==> config.mk <==
export PLATFORM = sky130hd
export DESIGN_NAME = sync_74148_encoder_flat
export DESIGN_NICKNAME = d
export VERILOG_FILES = /design/src/rtl/sync_74148_encoder_pkg.sv /design/src/rtl/sync_74148_encoder_if.sv /design/src/rtl/sync_74148_encoder_sync.sv /design/src/rtl/sync_74148_encoder.sv /design/src/flat_wrapper.sv
export SDC_FILE = /design/constraint.sdc
export NUM_CORES = 1
export LEC_CHECK = 0
export ABC_CLOCK_PERIOD_IN_PS = 1500
export BUFFER_PORTS_ARGS = -buffer_cell sky130_fd_sc_hd__buf_4
export CORE_UTILIZATION = 45
export DETAILED_ROUTE_END_ITERATION = 12
export PLACE_DENSITY = 0.65
export SLEW_MARGIN = 20
export SYNTH_ARGS = -nofsm -noshare
export SYNTH_HDL_FRONTEND = slang
export SYNTH_HIERARCHICAL = 1
export SYNTH_SLANG_ARGS = --single-unit
==> constraint.sdc <==
create_clock -name clk_i -period 1.5 [get_ports clk_i]
set_input_delay 0.3 -clock clk_i [delete_from_list [all_inputs] [get_ports clk_i]]
set_output_delay 0.3 -clock clk_i [all_outputs]
set_load 0.02 [all_outputs]
==> src/rtl/sync_74148_encoder_pkg.sv <==
// Shared types, sizes and the priority helper for the clocked 74148-style encoder.
package pkg_74148;

  typedef enum logic {
    IDLE  = 1'b0,
    VALID = 1'b1
  } state_t;

  localparam int N_REQ  = 8;
  localparam int CODE_W = 3;

  // Highest set bit wins; an empty vector maps to 0.
  function automatic logic [CODE_W-1:0] prio_idx(input logic [N_REQ-1:0] req);
    prio_idx = '0;
    for (int k = 0; k < N_REQ; k++) begin
      if (req[k]) prio_idx = k[CODE_W-1:0];
    end
  endfunction

endpackage

==> src/rtl/sync_74148_encoder_if.sv <==
// Request/grant bundle between the encoder and its producer/consumer side.
interface sync_74148_encoder_if;
  import pkg_74148::*;

  logic [N_REQ-1:0]  in_n_i;
  logic              ei_n_i;
  logic              ack_i;
  logic [CODE_W-1:0] code_n_o;
  logic              gs_n_o;
  logic              eo_n_o;
  logic [N_REQ-1:0]  pending_o;
  logic              overrun_o;

  modport master (
    output in_n_i, ei_n_i, ack_i,
    input  code_n_o, gs_n_o, eo_n_o, pending_o, overrun_o
  );

  modport slave (
    input  in_n_i, ei_n_i, ack_i,
    output code_n_o, gs_n_o, eo_n_o, pending_o, overrun_o
  );
endinterface

==> src/rtl/sync_74148_encoder_sync.sv <==
// Multi-flop synchronizer for one active-low line; flops reset to the inactive level (1).
module sync_bit_n #(
  parameter int SYNC_STAGES = 2
) (
  input  logic clk_i,
  input  logic rst_i,
  input  logic d_n_i,
  output logic q_n_o
);

  logic [SYNC_STAGES-1:0] sync_q;

  always_ff @(posedge clk_i or posedge rst_i) begin
    if (rst_i) begin
      sync_q <= '1;
    end else begin
      sync_q <= {sync_q[SYNC_STAGES-2:0], d_n_i};
    end
  end

  assign q_n_o = sync_q[SYNC_STAGES-1];

endmodule

==> src/rtl/sync_74148_encoder.sv <==
// Clocked 8-to-3 priority encoder with 74148-style active-low pins, pending-request
// latching and a valid/ack handshake; eo_n_o allows two instances to cascade.
module sync_74148_encoder
  import pkg_74148::*;
#(
  parameter int SYNC_STAGES = 2,
  parameter int EDGE_MODE   = 1
) (
  input logic                 clk_i,
  input logic                 rst_i,
  sync_74148_encoder_if.slave bus
);

  logic [N_REQ-1:0]  in_n_sync;
  logic              ei_n_sync;
  logic              en;
  logic [N_REQ-1:0]  pending_q;
  logic              overrun_q;
  state_t            state_q;
  logic [CODE_W-1:0] idx_q;
  logic [CODE_W-1:0] code_n_q;
  logic              gs_n_q;
  logic              eo_n_q;

  for (genvar k = 0; k < N_REQ; k++) begin : g_sync
    sync_bit_n #(.SYNC_STAGES(SYNC_STAGES)) u_sync (
      .clk_i (clk_i),
      .rst_i (rst_i),
      .d_n_i (bus.in_n_i[k]),
      .q_n_o (in_n_sync[k])
    );
  end

  sync_bit_n #(.SYNC_STAGES(SYNC_STAGES)) u_sync_ei (
    .clk_i (clk_i),
    .rst_i (rst_i),
    .d_n_i (bus.ei_n_i),
    .q_n_o (ei_n_sync)
  );

  assign en = ~ei_n_sync;

  if (EDGE_MODE != 0) begin : g_edge
    logic [N_REQ-1:0] prev_q;
    logic [N_REQ-1:0] fall;
    logic [N_REQ-1:0] clr;

    assign fall = prev_q & ~in_n_sync;

    // An ack is only honoured while enabled; an abort cycle ignores it.
    always_comb begin
      clr = '0;
      if (state_q == VALID && en && bus.ack_i) clr[idx_q] = 1'b1;
    end

    // A new edge beats a same-cycle clear, so the request is never lost.
    always_ff @(posedge clk_i or posedge rst_i) begin
      if (rst_i) begin
        prev_q    <= '1;
        pending_q <= '0;
        overrun_q <= 1'b0;
      end else begin
        prev_q    <= in_n_sync;
        pending_q <= (pending_q & ~clr) | fall;
        overrun_q <= overrun_q | (|(fall & pending_q));
      end
    end
  end else begin : g_level
    always_ff @(posedge clk_i or posedge rst_i) begin
      if (rst_i) begin
        pending_q <= '0;
        overrun_q <= 1'b0;
      end else begin
        pending_q <= ~in_n_sync;
        overrun_q <= 1'b0;
      end
    end
  end

  // Grant leaves VALID on ack, on loss of enable, or when a level request is withdrawn.
  always_ff @(posedge clk_i or posedge rst_i) begin
    if (rst_i) begin
      state_q  <= IDLE;
      idx_q    <= '0;
      code_n_q <= '1;
      gs_n_q   <= 1'b1;
      eo_n_q   <= 1'b1;
    end else begin
      eo_n_q <= ~(en & (pending_q == '0) & (state_q == IDLE));
      case (state_q)
        IDLE: begin
          if (en && pending_q != '0) begin
            state_q  <= VALID;
            idx_q    <= prio_idx(pending_q);
            code_n_q <= ~prio_idx(pending_q);
            gs_n_q   <= 1'b0;
          end
        end
        VALID: begin
          if (!en || bus.ack_i || !pending_q[idx_q]) begin
            state_q  <= IDLE;
            code_n_q <= '1;
            gs_n_q   <= 1'b1;
          end
        end
        default: begin
          state_q <= IDLE;
        end
      endcase
    end
  end

  assign bus.code_n_o  = code_n_q;
  assign bus.gs_n_o    = gs_n_q;
  assign bus.eo_n_o    = eo_n_q;
  assign bus.pending_o = pending_q;
  assign bus.overrun_o = overrun_q;

endmodule

==> src/flat_wrapper.sv <==
// flat-port wrapper written by rule: the top's interface ports become plain ports
module sync_74148_encoder_flat import pkg_74148::*;
#(
  parameter int SYNC_STAGES = 2,
  parameter int EDGE_MODE   = 1
)
  (clk_i, rst_i, bus_in_n_i, bus_ei_n_i, bus_ack_i, bus_code_n_o, bus_gs_n_o, bus_eo_n_o, bus_pending_o, bus_overrun_o);
  sync_74148_encoder_if bus_i ();
  input logic clk_i;
  input logic rst_i;
  input wire logic [$bits(bus_i.in_n_i)-1:0] bus_in_n_i;
  input wire logic [$bits(bus_i.ei_n_i)-1:0] bus_ei_n_i;
  input wire logic [$bits(bus_i.ack_i)-1:0] bus_ack_i;
  output wire logic [$bits(bus_i.code_n_o)-1:0] bus_code_n_o;
  output wire logic [$bits(bus_i.gs_n_o)-1:0] bus_gs_n_o;
  output wire logic [$bits(bus_i.eo_n_o)-1:0] bus_eo_n_o;
  output wire logic [$bits(bus_i.pending_o)-1:0] bus_pending_o;
  output wire logic [$bits(bus_i.overrun_o)-1:0] bus_overrun_o;
  assign bus_i.in_n_i = bus_in_n_i;
  assign bus_i.ei_n_i = bus_ei_n_i;
  assign bus_i.ack_i = bus_ack_i;
  assign bus_code_n_o = bus_i.code_n_o;
  assign bus_gs_n_o = bus_i.gs_n_o;
  assign bus_eo_n_o = bus_i.eo_n_o;
  assign bus_pending_o = bus_i.pending_o;
  assign bus_overrun_o = bus_i.overrun_o;
  sync_74148_encoder #(.SYNC_STAGES(SYNC_STAGES), .EDGE_MODE(EDGE_MODE)) u_core (.clk_i(clk_i), .rst_i(rst_i), .bus(bus_i));
endmodule
==> results_dict.tcl, run 1 <==
set metrics [dict create \
    grt_overflow 0 \
    combPwrFrac_pct 12.9 \
    grt_pass1_wl_um 5209 \
    drive_above_1_share_pct 46.78 \
    report.final.slew_viol_count 0 \
    end_kind "flip-flop" \
    fin_crit_sh_pct 93.90 \
    die_area_um2 4060 \
    yosysSeqAreaShare_pct 66.50 \
    yosys.cell_count.top_type "dfstp_2" \
    grt_pass1_vias 1114 \
    cap_violations 0 \
    clockPowerShare_pct 29.9 \
    synth_commonest_cells "dfstp_2 (31), inv_1 (22), o21ai_0 (15)" \
    cts_num_sinks 44 \
    boundaryPins 26 \
    post_cts_buffers 0 \
    io_buffers 25 \
    areaGrowthSynthToFinish_pct 21.82 \
    critPathArrivalTime_ns 1.63 \
    std_cell_rows 22 \
    via_per_inst 4.995 \
    p_leak_uw 0.0009277 \
    yosysWarnings 6 \
    slew_headroom_pct 73.14 \
    nets 182 \
    syn-num-nets 145 \
    placed_cells 211 \
    p_int_uw 1793 \
    totalPowerFinal_uw 2445 \
    ys_async_sr_fraction_pct 100.0 \
    clock.fmax_mhz 710.0 \
    setup.worst_path.start_class "flip-flop" \
    final_hold_viol_count 0 \
    wl_um 3064 \
    syn_inst 133 \
    synth_area_per_cell_um2 12.89 \
    routed-via-count 1094 \
    nFillCells 312 \
    power_frac_seq_pct 57.2 \
    start_util_pct 46.82 \
    final.setup.tns_ns 0 \
    worstMarginPinSlew_ns 0.3966 \
    vdd_drop_max_v 0.0007621 \
    setup_viol 0 \
    grt_max_degree 27 \
    dieHeight_um 63.72 \
    hold_buffers 0 \
    synth_area_um2 1714 \
    critPathMaxFanout 8 \
    finalCriticalPeriod_ns 1.408 \
    die_x_um 63.72 \
    htree_levels 2 \
    clk_pin_slew_ns 0.08 \
    synth_cell_types 33 \
    dp_slack_ns 0.1074 \
    max_stage_delay_ns 0.51 \
    netSwitchingPower_uw 651.8 \
    cts_tree "built" \
    power_density_nw_per_um2 1171 \
    antenna_found_initial 0 \
    hold_class "input pin to async pin" \
    drcViolationCount 0 \
    clkLatencyLatePin_ns 0.29 \
    critical-path-slowest-cell "dfrtp_1" \
    whs_ns 0.07232 \
    diodes 0 \
    grt_setup_unrepaired "no" \
    synth-edff-count 0 \
    worstSetupPathType "flip-flop to flip-flop" \
    yosysTopAreaCell "dfstp_2" \
    detail_route.first_pass.iterations 4 \
    gp_congestion 0.8908 \
    cts_buffers 5 \
    status "finished clean" \
    netSwitchingFraction_pct 26.66 \
    core-area_um2 3661 \
    setup_slack_ns 0.09152 \
    drt_iter0_drc 62 \
    path_cells "mux2_2 > o2bb2ai_2 > o31ai_2 > a22oi_1" \
    clock-root-buffer "clkbuf_8" \
    clk_path_buf_depth 2 \
    ys.flop_type "dfstp_2" \
    crit_required_ns 1.72 \
    cts-resized-gates 0 \
    ys_seq_elements 44 \
    worst_clock_skew_ns 0.003896 \
    post_drt_wl_per_cell_um 13.99 \
    grt.total_usage_pct 17.94 \
    synth_top_area_share_pct 47.52 \
    synth_area_leaders "dfstp_2 (48%), dfrtp_1 (19%), inv_1 (4.8%)" \
    dp_hpwl_um 2360 \
    final_cells 219 \
    ant_nets 0 \
]
==> cell families (layout without fill, tap and decap cells) <==
group	after synthesis	after routing	share of synthesized area, %
simple gates	31	31	12.19
buf+inv	23	61	5.474
mux	4	4	2.773
flops	44	44	66.50
compound gates	31	31	13.07
==> worst max-delay path: cells and delay by family, from the launching register on <==
kind / cells / cell delay, ns
AOI/OAI and AO/OA: 3 / 0.43
DFF: 1 / 0.51
muxes: 1 / 0.39
==> power by group through the flow <==
stage | sequential, µW | clock (µW) | combinational [µW]
2_1_floorplan | 1440 | 0 | 162
3_3_place_gp | 1410 | 0 | 314
3_5_place_dp | 1420 | 0 | 319
4_1_cts | 1400 | 768 | 320
5_1_grt | 1420 | 815 | 348
6_report | 1400 | 730 | 316
==> flip-flops by register name, summed over array words and instances (netlist names) <==
register	flops
u_core/g_sync.u_sync/sync_q	16
u_core/bus.pending_o	8
u_core/g_edge.prev_q	8
u_core/bus.code_n_o	3
u_core/idx_q	3
u_core/u_sync_ei/sync_q	2
u_core/bus.eo_n_o	1
u_core/bus.gs_n_o	1
u_core/bus.overrun_o	1
u_core/state_q	1
==> stage by stage <==
| stage | cell area (µm²) | utilization, % |
|---|---|---|
| finish | 2088 | 57.04 |
| global route | 2088 | 57.04 |
| CTS | 2088 | 57.04 |
| detailed placement | 1996 | 54.51 |
| global placement | 1996 | 54.51 |
| floorplan | 1714 | - |
==> cell usage in the layout (no fill, tap or decap), types with 2 or more instances in the layout <==
cell	netlist	final
a21oi_1	2	2
buf_4	0	31
clkbuf_8	0	5
clkinvlp_4	0	2
dfrtp_1	13	13
dfstp_2	31	31
inv_1	22	22
mux2_2	2	2
nand2_1	2	2
nand2b_1	4	4
nand3_1	2	2
nand3b_1	7	7
nand4_1	2	2
nor2_1	7	7
nor3_1	2	2
nor4_4	2	2
o21ai_0	15	15
o31ai_1	2	2
==> per-layer routing <==
metal	share of wire, %	GRT usage, %	wire, µm
met4	3.3	9.943	101
met3	4.1	5.616	127
met2	49	28.06	1488
met5	0	0	0
met1	44	21.90	1347
==> cell type report <==
cell class	count	area (µm²)	area share, %
sequential	44	1140	54.58
multi-input combinational	66	480.5	23.01
timing repair buffer	31	232.7	11.14
inverter	22	82.58	3.954
clock buffer	5	68.82	3.295
tap	48	60.06	2.876
clock inverter	3	23.77	1.138
==> final timing paths <==
| path | slack (ns) | depth (start not counted) | from | end |
|---|---|---|---|---|
| worst max-delay path | 0.09 | 4 | u_core/idx_q[0]$_DFFE_PP0P_ | u_core/bus.code_n_o[1]$_DFFE_PP1P_ |
| worst min-delay path | 0.07 | 2 | rst_i | u_core/g_sync[1].u_sync/sync_q[0]$_DFF_PP1_ |
| worst max register to register | 0.09 | 4 | u_core/idx_q[0]$_DFFE_PP0P_ | u_core/bus.code_n_o[1]$_DFFE_PP1P_ |
| worst min register to register | 0.36 | 0 | u_core/g_sync[4].u_sync/sync_q[0]$_DFF_PP1_ | u_core/g_sync[4].u_sync/sync_q[1]$_DFF_PP1_ |
| max in group asynchronous | 1.10 | 3 | rst_i | u_core/g_edge.prev_q[7]$_DFF_PP1_ |
| min in group clk_i | 0.11 | 1 | bus_in_n_i[0] | u_core/g_sync[0].u_sync/sync_q[0]$_DFF_PP1_ |
Note: power is estimated with default switching activity, not from simulation.
==> run 2, diff against run 1 <==
--- a/config.mk
+++ b/config.mk
@@ -7,6 +7,7 @@
 export LEC_CHECK = 0
 export ABC_CLOCK_PERIOD_IN_PS = 1500
 export BUFFER_PORTS_ARGS = -buffer_cell sky130_fd_sc_hd__buf_4
+export CORE_MARGIN = 10
 export CORE_UTILIZATION = 45
 export DETAILED_ROUTE_END_ITERATION = 12
 export PLACE_DENSITY = 0.65
==> run 2 against run 1 <==
Against the previous run:
- power is 6.5% higher
- final cell count stayed put
- register-to-register slack worse by 0.02 ns
- design area is 1.3% higher
- via count is 3.0% higher
- largest power group unchanged
- highest routed layer unchanged
==> results_dict.tcl, run 2 (same netlist as run 1, synthesis figures left out) <==
set metrics [dict create \
    cts_tree "built" \
    die_x_um 81.72 \
    grt_pass1_wl_um 6051 \
    antenna_found_initial 0 \
    detail_route.first_pass.iterations 4 \
    areaGrowthSynthToFinish_pct 23.36 \
    slew_headroom_pct 72.27 \
    diodes 0 \
    via_per_inst 5.146 \
    largest-register "u_core/g_sync.u_sync/sync_q" \
    final_hold_viol_count 0 \
    clk_pin_slew_ns 0.08 \
    worstSetupPathType "flip-flop to flip-flop" \
    htree_levels 2 \
    drt_iter0_drc 119 \
    grt_max_degree 27 \
    boundaryPins 26 \
    worst_clock_skew_ns 0.007701 \
    critPathMaxFanout 10 \
    wl_um 3470 \
    clock-root-buffer "clkbuf_8" \
    report.final.slew_viol_count 0 \
    clkLatencyLatePin_ns 0.30 \
    clk_path_buf_depth 2 \
    io_buffers 25 \
    worstMarginPinSlew_ns 0.4094 \
    power_density_nw_per_um2 1231 \
    final.setup.tns_ns 0 \
    std_cell_rows 22 \
    dp_slack_ns 0.07485 \
    drcViolationCount 0 \
    gp_congestion 0.9298 \
    grt_pass1_vias 1227 \
    setup_viol 0 \
    crit_required_ns 1.69 \
    grt_setup_unrepaired "no" \
    largest_reg_flops 16 \
    mostFrequentLayoutCells "buf_4 (31), dfstp_2 (31), inv_1 (22), o21ai_0 (15), dfrtp_1 (11)" \
    grt.total_usage_pct 11.96 \
    grt_overflow 0 \
    cap_violations 0 \
    dp_hpwl_um 2641 \
    routed-via-count 1127 \
    vdd_drop_max_v 0.0007715 \
    setup_slack_ns 0.06924 \
    nets 182 \
    die_area_um2 6678 \
    hold_class "input pin to async pin" \
    totalPowerFinal_uw 2602 \
    setup.worst_path.start_class "flip-flop" \
    clock.fmax_mhz 698.9 \
    ant_nets 0 \
    post_drt_wl_per_cell_um 15.84 \
    start_util_pct 46.82 \
    finalCriticalPeriod_ns 1.431 \
    core-area_um2 3661 \
    drive_above_1_share_pct 47.95 \
    fin_crit_sh_pct 95.38 \
    p_leak_uw 0.0009482 \
    end_kind "flip-flop" \
    cts_buffers 5 \
    dieHeight_um 81.72 \
    cts_num_sinks 44 \
    critPathArrivalTime_ns 1.62 \
    status "finished clean" \
]
==> run 2: cell types whose count changed in the layout (fill, tap and decap cells not counted), sizes merged <==
cell,delta
clkinvlp,-2
clkbuf,+2
==> run 2: what timing repair did <==
action	4_1_cts	5_1_grt
buffers inserted	0	1
hold buffers	0	0
endpoints found under the setup margin	0	5
resized for setup	0	2
endpoints found under the hold margin	0	0
==> run 2: worst max-delay path, stage by stage (launching register included) <==
cell      delay, ns
dfrtp_1        0.48
nor4_4         0.38
a21boi_4       0.15
mux2_4         0.31
==> run 2: path summary, 6_finish.rpt <==
kind / endpoint / startpoint / slack [ns] / depth (start not counted)
hold / removal: u_core/g_sync[1].u_sync/sync_q[1]$_DFF_PP1_ / rst_i / 0.07 / 2
max in group asynchronous: u_core/g_edge.prev_q[2]$_DFF_PP1_ / rst_i / 1.11 / 3
min in group clk_i: u_core/g_sync[3].u_sync/sync_q[0]$_DFF_PP1_ / bus_in_n_i[3] / 0.10 / 1
setup reg to reg: u_core/idx_q[1]$_DFFE_PP0P_ / u_core/bus.pending_o[2]$_DFF_PP0_ / 0.07 / 3
setup / recovery: u_core/idx_q[1]$_DFFE_PP0P_ / u_core/bus.pending_o[2]$_DFF_PP0_ / 0.07 / 3
hold reg to reg: u_core/g_sync[2].u_sync/sync_q[1]$_DFF_PP1_ / u_core/g_sync[2].u_sync/sync_q[0]$_DFF_PP1_ / 0.36 / 0
==> run 2: power breakdown <==
group / switching, µW / internal (µW) / total [µW]
combinational: 174 / 145 / 319
sequential: 81.0 / 1320 / 1400
clock: 406 / 477 / 883
total: 661 / 1940 / 2600
==> run 2: area by class of cell <==
class	instances	area [µm²]
sequential	44	1142
inverter	22	82.58
tap	48	60.06
timing repair buffer	31	232.7
fill	311	1546
clock inverter	1	8.758
clock buffer	7	107.6
multi-input combinational	66	480.5
==> run 2: through the flow <==
stage               hold slack [ns]  cells  cell area (µm²)  util [%]
floorplan                    0.2115    133             1714         -
global placement             0.3460    210             1988     54.31
detailed placement           0.3475    210             1988     54.31
CTS                         0.06367    218             2105     57.48
global route                0.07273    219             2115     57.76
finish                      0.06968    219             2115     57.76
==> run 2: layer usage <==
metal  wire [µm]  GRT usage [%]  up-vias
met5           0              0        -
met4          93          6.803        0
met3         247          4.258        9
met2        1680          18.89       32
met1        1449          13.82      561
li1            -              -      525
==> run 3, diff against run 2 <==
--- a/config.mk
+++ b/config.mk
@@ -6,13 +6,11 @@
 export NUM_CORES = 1
 export LEC_CHECK = 0
 export ABC_CLOCK_PERIOD_IN_PS = 1500
-export BUFFER_PORTS_ARGS = -buffer_cell sky130_fd_sc_hd__buf_4
 export CORE_MARGIN = 10
 export CORE_UTILIZATION = 45
 export DETAILED_ROUTE_END_ITERATION = 12
-export PLACE_DENSITY = 0.65
+export DONT_BUFFER_PORTS = 1
 export SLEW_MARGIN = 20
 export SYNTH_ARGS = -nofsm -noshare
 export SYNTH_HDL_FRONTEND = slang
-export SYNTH_HIERARCHICAL = 1
 export SYNTH_SLANG_ARGS = --single-unit
==> run 3 against run 2 <==
Against the previous run:
- the run now ends with setup timing left
- critical endpoint is now u_core.bus.code_n_o[0]$_DFFE_PP1P_
- final cell count fell by 4.6%
- global-route usage down 1.1 points
- sequential share of layout area grew 1.1 points
- die area down 3.0%
- wire length down 2.1%
==> results_dict.tcl, run 3 <==
set metrics [dict create \
    grt.total_usage_pct 10.87 \
    synth_area_per_cell_um2 12.97 \
    slew_headroom_pct 79.19 \
    gp_congestion 0.8658 \
    p_int_uw 1830 \
    yosys.cell_count.top_type "dfstp_2" \
    syn-num-nets 139 \
    dp_slack_ns -0.06078 \
    worstMarginPinSlew_ns 0.3096 \
    r2r_setup_slack_ns -0.02 \
    critPathBufInv 0 \
    grt_pass1_wl_um 5499 \
    ys.flop_type "dfstp_2" \
    critical-path-slowest-cell "dfrtp_2" \
    ys_seq_elements 44 \
    setup_viol 2 \
    clock-root-buffer "clkbuf_8" \
    power_density_nw_per_um2 1162 \
    netSwitchingFraction_pct 24.54 \
    totalPowerFinal_uw 2425 \
    critPathArrivalTime_ns 1.74 \
    critPathMaxFanout 6 \
    combPwrFrac_pct 11.0 \
    synth_area_um2 1647 \
    dieHeight_um 80.49 \
    grt_overflow 0 \
    routed-via-count 1120 \
    areaGrowthSynthToFinish_pct 26.75 \
    setup.worst_path.start_class "flip-flop" \
    post_drt_wl_per_cell_um 16.25 \
    worstSetupPathType "flip-flop to flip-flop" \
    wl_um 3396 \
    report.final.slew_viol_count 0 \
    syn_inst 127 \
    drcViolationCount 0 \
    clock.fmax_mhz 659.5 \
    clkLatencyLatePin_ns 0.29 \
    cap_violations 0 \
    violations "setup timing" \
    mostFrequentLayoutCells "dfstp_2 (31), buf_4 (18), o21ai_0 (16), inv_1 (11), dlygate4sd3_1 (10)" \
    fin_crit_sh_pct 101.1 \
    power_frac_seq_pct 58.6 \
    die_x_um 80.49 \
    final_hold_viol_count 0 \
    status "finished with violations" \
    path_cells "mux2_4 > o21ai_2 > or3_4 > a221o_1" \
    synth-edff-count 0 \
    highest_layer "met4" \
    cp_top_family "flip-flops" \
    cts_buffers 5 \
    max_stage_delay_ns 0.46 \
    synth_cell_types 31 \
    finalCriticalPeriod_ns 1.516 \
    netSwitchingPower_uw 594.9 \
    ant_nets 0 \
    ys_async_sr_fraction_pct 100.0 \
    grt_max_degree 45 \
    std_cell_rows 21 \
    htree_levels 2 \
    clk_path_buf_depth 2 \
    core-area_um2 3442 \
    worst_clock_skew_ns 0.01135 \
    p_leak_uw 0.0008411 \
    end_kind "flip-flop" \
    die_area_um2 6479 \
    largest-register "u_core.g_sync.u_sync.sync_q" \
    hold_class "flip-flop to flip-flop" \
    via_per_inst 5.359 \
    dp_hpwl_um 2355 \
    synth_area_leaders "dfstp_2 (49%), dfrtp_1 (20%), o21ai_0 (6.1%)" \
    drt_iter0_drc 104 \
    antenna_found_initial 0 \
    dr_wl_met2_um 1574 \
    boundaryPins 26 \
    clk_pin_slew_ns 0.08 \
    vdd_drop_max_v 0.0006228 \
    grt_pass1_vias 1129 \
    cts_tree "built" \
    detail_route.first_pass.iterations 4 \
    yosysWarnings 0 \
    routed-wl-met3_um 325 \
    setup_slack_ns -0.01640 \
    final_common_cell "dfstp_2" \
    yosysSeqAreaShare_pct 69.22 \
    synth_top_area_share_pct 49.47 \
    synth_commonest_cells "dfstp_2 (31), o21ai_0 (20), dfrtp_1 (13)" \
    diodes 0 \
    drive_above_1_share_pct 45.40 \
    start_util_pct 47.84 \
    clockPowerShare_pct 30.4 \
    io_buffers 0 \
    drt-met1-wl_um 1446 \
    crit_required_ns 1.72 \
    yosysTopAreaCell "dfstp_2" \
    cts_num_sinks 44 \
    largest_reg_flops 16 \
    nets 174 \
    grt_setup_unrepaired "yes" \
]
[run 3: worst paths after layout]
kind / start / to / cells past startpoint
max: u_core.idx_q[0]$_DFFE_PP0P_ / u_core.bus.code_n_o[0]$_DFFE_PP1P_ / 4
min: u_core.u_sync_ei.sync_q[0]$_DFF_PP1_ / u_core.u_sync_ei.sync_q[1]$_DFF_PP1_ / 0
max reg2reg: u_core.idx_q[0]$_DFFE_PP0P_ / u_core.bus.code_n_o[0]$_DFFE_PP1P_ / 4
min reg2reg: u_core.u_sync_ei.sync_q[0]$_DFF_PP1_ / u_core.u_sync_ei.sync_q[1]$_DFF_PP1_ / 0
max in group asynchronous: rst_i / u_core.u_sync_ei.sync_q[0]$_DFF_PP1_ / 3
min in group asynchronous: rst_i / u_core.state_q$_DFF_PP0_ / 3
[run 3: worst register-to-register path, cell delays in order, from the launching register on]
cell and delay [ns]:
dfrtp_2 0.46, mux2_4 0.22, o21ai_2 0.04, or3_4 0.40, a221o_1 0.33
[run 3: layer usage]
metal,vias to the layer above,global-route usage (%)
li1,513,-
met1,562,13.13
met2,38,16.32
met3,7,5.122
met4,0,4.225
met5,-,0
[run 3: final cells by class]
cell class	count	area (µm²)
fillers	273	1355
flip-flops and latches	44	1150
multi-input cells	70	489.2
repair buffers	29	255.2
clock buffers	8	90.09
well taps	46	57.56
inverters	12	45.04
[run 3: logic make-up (layout without fill, tap and decap cells)]
family | after synthesis | count (layout) | share of synthesized area [%]
flops | 44 | 44 | 69.22
buf+inv | 13 | 49 | 3.419
compound gates | 33 | 33 | 11.93
mux | 3 | 3 | 2.052
simple gates | 34 | 34 | 13.37
[run 3: timing repair]
item,in CTS,in global routing
resized for setup,6,2
endpoints found under the setup margin,6,7
hold buffers,10,0
endpoints found under the hold margin,22,0
setup buffers,1,0
[run 3: power groups by stage]
stage	Clock, µW	Sequential (µW)	Combinational, µW
global placement	0	1440	224
detailed placement	0	1440	228
global route	803	1430	292
CTS	766	1420	262
finish	738	1420	266
floorplan	0	1430	143
[run 3: through the flow]
| stage | util (%) | TNS (ns) | hold slack [ns] | area (µm²) | std cells |
|---|---|---|---|---|---|
| 2_1_floorplan | - | 0 | 0.3045 | 1677 | 127 |
| 3_3_place_gp | 54.34 | -0.1852 | 0.2400 | 1871 | 190 |
| 4_1_cts | 60.52 | -0.01492 | 0.3421 | 2083 | 209 |
| 5_1_grt | 60.63 | -0.2244 | 0.3586 | 2087 | 209 |
| 6_report | 60.63 | -0.02788 | 0.3428 | 2087 | 209 |
| 3_5_place_dp | 54.34 | -0.2150 | 0.2492 | 1871 | 190 |
